[config.mk]
export PLATFORM = sky130hd
export DESIGN_NAME = i2s_tx_flat
export DESIGN_NICKNAME = d
export VERILOG_FILES = /design/src/rtl/i2s_tx_if.sv /design/src/rtl/i2s_tx.sv /design/src/flat_wrapper.sv
export SDC_FILE = /design/constraint.sdc
export NUM_CORES = 1
export LEC_CHECK = 0
export ABC_AREA = 1
export BUFFER_PORTS_ARGS = -buffer_cell sky130_fd_sc_hd__buf_2
export CAP_MARGIN = 0
export CORE_MARGIN = 3
export CORE_UTILIZATION = 40
export DETAILED_ROUTE_END_ITERATION = 8
export GPL_TIMING_DRIVEN = 0
export MAX_ROUTING_LAYER = met4
export PLACE_DENSITY = 0.61
export SYNTH_ARGS = -nofsm -noshare
export SYNTH_HDL_FRONTEND = slang
export SYNTH_SLANG_ARGS = --single-unit
[constraint.sdc]
create_clock -name clk -period 5.5 [get_ports clk]
set_clock_uncertainty 0.05 [all_clocks]
set_input_delay 1.1 -clock clk [delete_from_list [all_inputs] [get_ports clk]]
set_output_delay 1.1 -clock clk [all_outputs]
set_load 0.02 [all_outputs]
[src/rtl/i2s_tx_if.sv]
// -----------------------------------------------------------------------------
// i2s_tx_if : bundle of the signals between the mixer, the I2S transmitter and
// the DAC pins.
//
// Handshake: sample_valid is a one-cycle strobe qualifying sample_in. There is
// no ready. The transmitter takes a sample on every cycle that sample_valid is
// high and never stalls the upstream side.
//
// Signals:
//   sample_in     DATA_WIDTH  two's-complement sample from the mixer
//   sample_valid  1           strobe, sample_in valid this cycle
//   clear_flags   1           clears the sticky underrun/overrun flags
//   bclk          1           I2S bit clock
//   lrclk         1           I2S word select (0 = left, 1 = right)
//   sdata         1           I2S serial data, MSB first
//   frame_start   1           one-clk pulse at each frame boundary
//   underrun      1           sticky: a frame started with no new sample
//   overrun       1           sticky: a buffered sample was overwritten
//
// Modports: master = sample source / flag consumer, slave = transmitter.
// -----------------------------------------------------------------------------
interface i2s_tx_if #(
  parameter int DATA_WIDTH = 16
);
  logic [DATA_WIDTH-1:0] sample_in;
  logic                  sample_valid;
  logic                  clear_flags;
  logic                  bclk;
  logic                  lrclk;
  logic                  sdata;
  logic                  frame_start;
  logic                  underrun;
  logic                  overrun;

  modport master (
    output sample_in, sample_valid, clear_flags,
    input  bclk, lrclk, sdata, frame_start, underrun, overrun
  );

  modport slave (
    input  sample_in, sample_valid, clear_flags,
    output bclk, lrclk, sdata, frame_start, underrun, overrun
  );
endinterface

[src/rtl/i2s_tx.sv]
// -----------------------------------------------------------------------------
// i2s_tx : I2S serial output stage. Buffers one mono sample, sends it on both
// channels of a standard I2S frame, derives bclk/lrclk from clk by an integer
// divider and pulses frame_start once per frame.
//
// Ports:
//   clk    system clock, all logic on the rising edge
//   reset  synchronous, active-low reset
//   bus    i2s_tx_if.slave (sample input, flag clear, I2S pins, status)
//
// Parameters:
//   DATA_WIDTH  sample width (<= SLOT_WIDTH)
//   SLOT_WIDTH  bclk periods per channel slot
//   BCLK_DIV    clk cycles per bclk half-period (>= 1)
// -----------------------------------------------------------------------------
module i2s_tx #(
  parameter int DATA_WIDTH = 16,
  parameter int SLOT_WIDTH = 32,
  parameter int BCLK_DIV   = 4
) (
  input  logic     clk,
  input  logic     reset,
  i2s_tx_if.slave  bus
);

  localparam int FRAME_BITS = 2 * SLOT_WIDTH;
  localparam int P_W        = $clog2(FRAME_BITS);
  localparam int DIV_W      = (BCLK_DIV > 1) ? $clog2(BCLK_DIV) : 1;

  localparam logic [P_W-1:0]        P_LAST   = P_W'(FRAME_BITS - 1);
  localparam logic [P_W-1:0]        P_SLOT   = P_W'(SLOT_WIDTH);
  localparam logic [P_W-1:0]        P_LR_LO  = P_W'(SLOT_WIDTH - 1);
  localparam logic [P_W-1:0]        P_LR_HI  = P_W'(FRAME_BITS - 2);
  localparam logic [DIV_W-1:0]      DIV_LAST = DIV_W'(BCLK_DIV - 1);
  localparam logic [DATA_WIDTH-1:0] MSB_MASK = DATA_WIDTH'(1) << (DATA_WIDTH - 1);

  logic [DIV_W-1:0]      r_div_cnt;
  logic [P_W-1:0]        r_p;
  logic [DATA_WIDTH-1:0] r_hold;
  logic [DATA_WIDTH-1:0] r_frame_word;
  logic                  r_pending;
  logic                  r_primed;
  logic                  r_bclk;
  logic                  r_lrclk;
  logic                  r_sdata;
  logic                  r_frame_start;
  logic                  r_underrun;
  logic                  r_overrun;

  logic                  w_tick;
  logic                  w_fall;
  logic                  w_load;
  logic [P_W-1:0]        w_p_next;
  logic [P_W-1:0]        w_q;
  logic [DATA_WIDTH-1:0] w_frame_next;
  logic                  w_sdata_next;
  logic                  w_lr_next;
  logic                  w_set_under;
  logic                  w_set_over;

  always_comb begin
    w_tick       = (r_div_cnt == DIV_LAST);
    // A falling bclk edge is a wrap while bclk is currently high.
    w_fall       = w_tick & r_bclk;
    w_p_next     = (r_p == P_LAST) ? '0 : r_p + P_W'(1);
    w_load       = w_fall & (w_p_next == '0);

    w_frame_next = r_frame_word;
    w_set_under  = 1'b0;
    w_set_over   = 1'b0;
    if (w_load) begin
      if (bus.sample_valid) begin
        // Bypass: a sample arriving on the load cycle goes straight out.
        w_frame_next = bus.sample_in;
        w_set_over   = r_pending;
      end else if (r_pending) begin
        w_frame_next = r_hold;
      end else begin
        w_set_under  = r_primed;
      end
    end else if (bus.sample_valid) begin
      w_set_over = r_pending;
    end

    // Bit position inside the slot; both slots carry the same word.
    w_q          = (w_p_next >= P_SLOT) ? w_p_next - P_SLOT : w_p_next;
    // Shifting left by q brings bit (DATA_WIDTH-1-q) to the MSB; q past the
    // word shifts everything out, giving the zero padding of the slot.
    w_sdata_next = |((w_frame_next << w_q) & MSB_MASK);
    // Word select changes one bit ahead of the slot it announces.
    w_lr_next    = (w_p_next >= P_LR_LO) && (w_p_next <= P_LR_HI);
  end

  always_ff @(posedge clk) begin
    if (!reset) begin
      r_div_cnt     <= '0;
      r_p           <= P_LAST;
      r_hold        <= '0;
      r_frame_word  <= '0;
      r_pending     <= 1'b0;
      r_primed      <= 1'b0;
      r_bclk        <= 1'b0;
      r_lrclk       <= 1'b0;
      r_sdata       <= 1'b0;
      r_frame_start <= 1'b0;
      r_underrun    <= 1'b0;
      r_overrun     <= 1'b0;
    end else begin
      r_div_cnt     <= w_tick ? '0 : r_div_cnt + DIV_W'(1);
      if (w_tick) begin
        r_bclk <= ~r_bclk;
      end
      r_frame_start <= w_load;

      if (w_fall) begin
        r_p     <= w_p_next;
        r_lrclk <= w_lr_next;
        r_sdata <= w_sdata_next;
      end

      if (w_load) begin
        r_frame_word <= w_frame_next;
        r_pending    <= 1'b0;
      end else if (bus.sample_valid) begin
        r_hold    <= bus.sample_in;
        r_pending <= 1'b1;
        r_primed  <= 1'b1;
      end

      // Set wins over a simultaneous clear.
      r_underrun <= (r_underrun & ~bus.clear_flags) | w_set_under;
      r_overrun  <= (r_overrun  & ~bus.clear_flags) | w_set_over;
    end
  end

  assign bus.bclk        = r_bclk;
  assign bus.lrclk       = r_lrclk;
  assign bus.sdata       = r_sdata;
  assign bus.frame_start = r_frame_start;
  assign bus.underrun    = r_underrun;
  assign bus.overrun     = r_overrun;

endmodule

[src/flat_wrapper.sv]
// flat-port wrapper written by rule: the top's interface ports become plain ports
module i2s_tx_flat 
#(
  parameter int DATA_WIDTH = 16,
  parameter int SLOT_WIDTH = 32,
  parameter int BCLK_DIV   = 4
)
  (clk, reset, bus_sample_in, bus_sample_valid, bus_clear_flags, bus_bclk, bus_lrclk, bus_sdata, bus_frame_start, bus_underrun, bus_overrun);
  i2s_tx_if #(.DATA_WIDTH(DATA_WIDTH)) bus_i ();
  input  logic clk;
  input  logic reset;
  input wire logic [$bits(bus_i.sample_in)-1:0] bus_sample_in;
  input wire logic [$bits(bus_i.sample_valid)-1:0] bus_sample_valid;
  input wire logic [$bits(bus_i.clear_flags)-1:0] bus_clear_flags;
  output wire logic [$bits(bus_i.bclk)-1:0] bus_bclk;
  output wire logic [$bits(bus_i.lrclk)-1:0] bus_lrclk;
  output wire logic [$bits(bus_i.sdata)-1:0] bus_sdata;
  output wire logic [$bits(bus_i.frame_start)-1:0] bus_frame_start;
  output wire logic [$bits(bus_i.underrun)-1:0] bus_underrun;
  output wire logic [$bits(bus_i.overrun)-1:0] bus_overrun;
  assign bus_i.sample_in = bus_sample_in;
  assign bus_i.sample_valid = bus_sample_valid;
  assign bus_i.clear_flags = bus_clear_flags;
  assign bus_bclk = bus_i.bclk;
  assign bus_lrclk = bus_i.lrclk;
  assign bus_sdata = bus_i.sdata;
  assign bus_frame_start = bus_i.frame_start;
  assign bus_underrun = bus_i.underrun;
  assign bus_overrun = bus_i.overrun;
  i2s_tx #(.DATA_WIDTH(DATA_WIDTH), .SLOT_WIDTH(SLOT_WIDTH), .BCLK_DIV(BCLK_DIV)) u_core (.clk(clk), .reset(reset), .bus(bus_i));
endmodule
Word-level counts from Yosys, hierarchy flattened

Index checks and enable logic that the tools add are counted.

Add/sub/neg operators: 3
Magnitude comparators: 3
Equal/unequal tests: 2
Shift-type cells: 1
Mux-type cells: 9
Bitwise operators: 10
Reductions and logical operators: 5

Operators with widths:

| cell                                                               | count |
|---|---|
| two-way mux 16 bit                                                 | 3 |
| left shift 16 x 6 -> 16 bit                                        | 1 |
| two-way mux 6 bit                                                  | 2 |
| adder 6 x 1 -> 6 bit (second input constant)                       | 1 |
| == test 6 bit (second input constant)                              | 1 |
| greater-or-equal comparator 6 x 5 -> 1 bit (second input constant) | 1 |
| greater-or-equal comparator 6 bit (second input constant)          | 1 |
| less-or-equal comparator 6 bit (second input constant)             | 1 |
| logical NOT 6 bit                                                  | 1 |
| subtractor 6 bit (second input constant)                           | 1 |
| bitwise AND 1 bit                                                  | 4 |
| two-way mux 1 bit                                                  | 4 |
| inverter 1 bit                                                     | 4 |
| OR reduction 2 bit                                                 | 2 |
| adder 2 x 1 -> 2 bit (second input constant)                       | 1 |
| == test 2 bit (second input constant)                              | 1 |
| bitwise OR 1 bit                                                   | 2 |
| AND reduction 2 bit                                                | 1 |
| logical AND 1 bit                                                  | 1 |

Register bits: 48
Output and inout bits: 6
Word-level logic and storage cells: 45

Depth between registers and ports, before layout

Depth in word-level cells: 6
Mapped depth: 17
Gate-level depth less buffers: 16

Worst setup path before layout

No wires, ideal clock.

Kind: input-to-reg
From: in bus_sample_valid
To: reg u_core.r_sdata (netlist: u_core.bus.sdata)
Library setup time: 112 ps
Arrival time: 2365 ps
Path slack: 2973 ps
Stages on the path: 10
Path buffers: 2
Cell sequence: buf_2 -> clkbuf_1 -> mux2i_1 -> nand4_1 -> nand3_1 -> nand3_1 -> nand3_1 -> nand3_1 -> nand2_1 -> nand2_1

Longest elaborated chain between the ends: 3

RTL lines:

| element                     | RTL line           | text |
|---|---|---|
| from (decl)                 | flat_wrapper.sv:13 | `input wire logic [$bits(bus_i.sample_valid)-1:0] bus_sample_valid;` |
| two-way mux 16 bit          | i2s_tx.sv:72       | `if (bus.sample_valid) begin` |
| two-way mux 16 bit          | i2s_tx.sv:71       | `if (w_load) begin` |
| left shift 16 x 6 -> 16 bit | i2s_tx.sv:89       | `w_sdata_next = \|((w_frame_next << w_q) & MSB_MASK);` |
| to (signal assigned)        | i2s_tx.sv:118      | `r_sdata <= w_sdata_next;` |
| to (decl)                   | i2s_tx.sv:45       | `logic r_sdata;` |

Every way passes these cells.
A chain may end at the register's enable or synchronous reset.

Final worst setup path

From: reg u_core.r_p[0]
To: reg u_core.r_sdata (netlist: u_core.bus.sdata)

Longest elaborated chain between the ends: 6
Elaborated cells between the ends (all ways): 10
Those cells by class: add/sub (2); order compare (1); eq/ne (1); shift (1); mux (3); bitwise (1); reduce/logical (1)

RTL lines:

| element                                                      | RTL line      | text |
|---|---|---|
| from (decl)                                                  | i2s_tx.sv:38  | `logic [P_W-1:0] r_p;` |
| from (signal assigned)                                       | i2s_tx.sv:116 | `r_p <= w_p_next;` |
| adder 6 x 1 -> 6 bit / == test 6 bit (equally long branches) | i2s_tx.sv:65  | `w_p_next = (r_p == P_LAST) ? '0 : r_p + P_W'(1);` |
| two-way mux 6 bit (*)                                        | i2s_tx.sv:65  |  |
| branches (longest 3 deep; another with subtractor 6 bit)     | -             |  |
| left shift 16 x 6 -> 16 bit (*)                              | i2s_tx.sv:89  |  |

Every way passes the cells marked *.

==> out/metrics.sh <==
DATA_REQUIRED_TIME_AT_THE_WORST_ENDPOINT_NS=5.65
CORE_AREA_SQ_UM=5960
IO_BUFFER_COUNT=24
TRITONCTS_CLOCK_TREE='yes'
DOMINANTREGCELLSYNTH='sky130_fd_sc_hd__dfxtp_1'
ANTENNA_CELLS_INSERTED=0
POST_SYNTH_INST_COUNT=356
FLOORPLAN.DIE.WIDTH_UM=84.8
ROUTE.DETAILED.DRC=0
DIE_H_UM=84.8
DRIVE_GT1_SHARE_PCT=14.4
MAXCAPVIOLATIONS=0
FIRSTDRTPASSITERS=5
GRT_PASS1_WL_MM=10.9
SYN_NETS=381
WARNINGS_FROM_YOSYS=0
MAX_FREQ_GHz=0.347
FIN_CRIT_NS=2.88
DETAILEDROUTE.FIRSTITERATIONVIOLATIONS=211
CLOCK_PATH_BUFFERS=2
CRITPATHKIND='reg -> reg'
TIMING.CRITICAL_PATH.TO_TYPE='flip-flop'
TIMING.CRITICAL_PATH.FROM_TYPE='flip-flop'
MIN-DELAY-PATH-CLASS='reg -> reg'
GR-USAGE-ALL-LAYERS_PCT=19.7
SYN_AREA_SQ_UM=2490
R2R_START='u_core.r_p[0]'
CTS_NUM_SINKS=48
PIN_COUNT_OF_THE_BIGGEST_NET_ENTERING_GLOBAL_ROUTING=16
HOLD_PATH.STARTPOINT='u_core.r_div_cnt[0]'
POSTCTSRESIZEDCELLS=0
GLOBALROUTE.TOTALOVERFLOW=0
CTS-HOLD-FIX-BUFFERS=0
SLEW_HEADROOM_PCT=46.1
YOSYSMOSTFREQUENTCELL='sky130_fd_sc_hd__nand2_1'
MAX_SLEW_VIO_COUNT=0
ROUTE.DETAILED.WL_PER_INST_UM=14.8
CTSROOTBUFFERMASTER='sky130_fd_sc_hd__clkbuf_8'
CLK_TRANSITION_REPORTED_PATHS_NS=0.09
WL_MM=6.83
SYNTH_EDF_COUNT=0
SYNTHTOPCELLSBYAREA='sky130_fd_sc_hd__dfxtp_1 39%, sky130_fd_sc_hd__nand2_1 14%, sky130_fd_sc_hd__nand3_1 6.8%'
IO_PINS=26
CRITPATHARRIVALTIME_NS=3.03
YS_SEQ_AREA_SHARE_PCT=38.7
STATUS='complete, no violations'
CRIT_FANOUT=9
INSERTION_DELAY_NS=0.31
POWER_DENSITY_nW_PER_UM2=248
POST_SYNTH_TOP_AREA_SHARE_PCT=38.7
SYNTH-ASYNC-RESET-RATIO_PCT=0
FINALHOLDVIOLATIONS=0
DESIGN.FINAL.NETS=412
POST-LAYOUT-TOTAL-POWER_uW=698
SYN_TO_FINAL_GROWTH_PCT=13.1
TIMING_WORST_SLEW_PIN_VALUE_NS=0.806
MIN_PERIOD_OVER_PERIOD_PCT=52.4
DRT-VIAS-PER-INSTANCE=5.33
ROUTABILITYCONGESTION=0.930
DRT.ANTENNA.VIOLATING_NETS=0
RSZ0062_AT_GRT='false'
LEAKAGEPOWER_nW=1.29
CTSHTREEMAXLEVEL=2
TOTALNEGATIVESETUPSLACK_NS=0
FINAL.FILL_COUNT=596
FINALSETUPVIOLCOUNT=0
CTS_MADE_BUFFERS=5
SYN-MEAN-INSTANCE-AREA_SQ_UM=6.98
ANTENNA_FOUND_INITIAL=0
SETUP.WORST_PATH.START='u_core.r_p[0]'
SYNTH.LIB_CELLS_USED.DISTINCT=35
PEAK_SUPPLY_DROP_V=0.000194
DP.FINAL_HPWL_MM=4.81
SYNTHDOMINANTAREACELLTYPE='sky130_fd_sc_hd__dfxtp_1'
INITIAL_CORE_UTIL_PCT=41.7
VIA_COUNT=2468
YS_FF_LATCH=48
POST_CTS_BUFFERS=0
POST_SYNTH_MOST_FREQUENT_CELLS='91 x sky130_fd_sc_hd__nand2_1, 48 x sky130_fd_sc_hd__dfxtp_1, 34 x sky130_fd_sc_hd__inv_1, 34 x sky130_fd_sc_hd__nand3_1, 34 x sky130_fd_sc_hd__nor2_1'
CORE_ROWS=28
DIE_AREA_SQ_UM=7200
VIAS_IN_THE_FIRST_GLOBAL_ROUTE=2217
## through the flow
step	util (%)	cells	cell area, sq um	setup WS (ns)	hold WS, ns
floorplan	-	356	2490	2.97	0.354
global placement	45.3	455	2700	2.63	0.367
detailed placement	45.3	455	2700	2.62	0.371
CTS	47.2	463	2810	2.68	0.384
global route	47.2	463	2810	2.45	0.401
finish	47.2	463	2810	2.62	0.379
## placed cells by master, fill, tap and decap left out, types with 2 or more instances in the layout
| cell | count |
|---|---|
| sky130_fd_sc_hd__mux2i_1 | 9 |
| sky130_fd_sc_hd__buf_2 | 30 |
| sky130_fd_sc_hd__nand3b_1 | 2 |
| sky130_fd_sc_hd__nand3_1 | 34 |
| sky130_fd_sc_hd__clkbuf_8 | 5 |
| sky130_fd_sc_hd__or2_2 | 5 |
| sky130_fd_sc_hd__nand3_2 | 2 |
| sky130_fd_sc_hd__nand4_1 | 14 |
| sky130_fd_sc_hd__a21oi_1 | 15 |
| sky130_fd_sc_hd__nor3_1 | 3 |
| sky130_fd_sc_hd__o22ai_1 | 2 |
| sky130_fd_sc_hd__inv_1 | 34 |
| sky130_fd_sc_hd__clkbuf_1 | 8 |
| sky130_fd_sc_hd__a22oi_1 | 3 |
| sky130_fd_sc_hd__dfxtp_1 | 48 |
| sky130_fd_sc_hd__nor2_1 | 34 |
| sky130_fd_sc_hd__nand2_2 | 4 |
| sky130_fd_sc_hd__o21ai_0 | 19 |
| sky130_fd_sc_hd__buf_6 | 2 |
| sky130_fd_sc_hd__a221oi_1 | 2 |
| sky130_fd_sc_hd__nand2_1 | 91 |
| sky130_fd_sc_hd__ha_1 | 5 |
## flip-flops by register name, summed over array words and instances (netlist names), 2 cells and up
name                 cells
u_core.r_frame_word     16
u_core.r_p               6
u_core.r_hold           16
u_core.r_div_cnt         2
## where the power goes
group | leakage (nW) | internal [mW] | total (mW) | switching, mW
logic | 0.845 | 0.0270 | 0.0744 | 0.0474
registers | 0.392 | 0.360 | 0.365 | 0.00558
clock network | 0.0541 | 0.135 | 0.258 | 0.124
total | 1.29 | 0.521 | 0.698 | 0.176
## worst max-delay path, cell delays in order (launching register included)
cell	delay [ns]
sky130_fd_sc_hd__dfxtp_1	0.41
sky130_fd_sc_hd__ha_1	0.28
sky130_fd_sc_hd__nand3_1	0.12
sky130_fd_sc_hd__nor2_1	0.06
sky130_fd_sc_hd__nor2_1	0.61
sky130_fd_sc_hd__clkinv_1	0.54
sky130_fd_sc_hd__nand3_1	0.26
sky130_fd_sc_hd__nand3_1	0.10
sky130_fd_sc_hd__a21oi_1	0.14
sky130_fd_sc_hd__nor2_1	0.06
sky130_fd_sc_hd__nand2_1	0.08
sky130_fd_sc_hd__nand2_1	0.06
## logic make-up after synthesis
kind of cell | count (synthesis) | share of synthesized area (%)
xor gates and xnor gates | 1 | 0.352
AOI/OAI and AO/OA | 48 | 11.2
and+or+nand+nor | 192 | 34.6
DFF | 48 | 38.7
muxes | 9 | 3.62
buffers and inverters | 53 | 9.06
adders and majority gates | 5 | 2.52
## metal layers
| layer | share of wire [%] | vias to the layer above | track usage [%] |
|---|---|---|---|
| met2 | 45 | 96 | 30.5 |
| met1 | 45 | 1127 | 26.6 |
| met4 | 1.1 | 0 | 5.61 |
| met5 | 0 | - | - |
| li1 | - | 1238 | - |
| met3 | 8.5 | 7 | 3.20 |
## final cells by class
type	instances	area (sq um)	area share, %
multi-input combinational	255	1300	46.2
sequential	48	961	34.2
inverter	36	135	4.81
timing repair buffer	24	120	4.27
tap	75	93.8	3.34
buffer	17	90.1	3.20
clock buffer	5	68.8	2.45
clock inverter	3	42.5	1.51
## path summary, 6_finish.rpt
kind / cells after the start / endpoint / slack (ns)
worst max-delay path: 11 / u_core.bus.sdata / 2.62
worst min-delay path: 1 / u_core.r_div_cnt[0] / 0.38
worst max register to register: 11 / u_core.bus.sdata / 2.62
worst min register to register: 1 / u_core.r_div_cnt[0] / 0.38
Power figures use the tool's default switching activity.
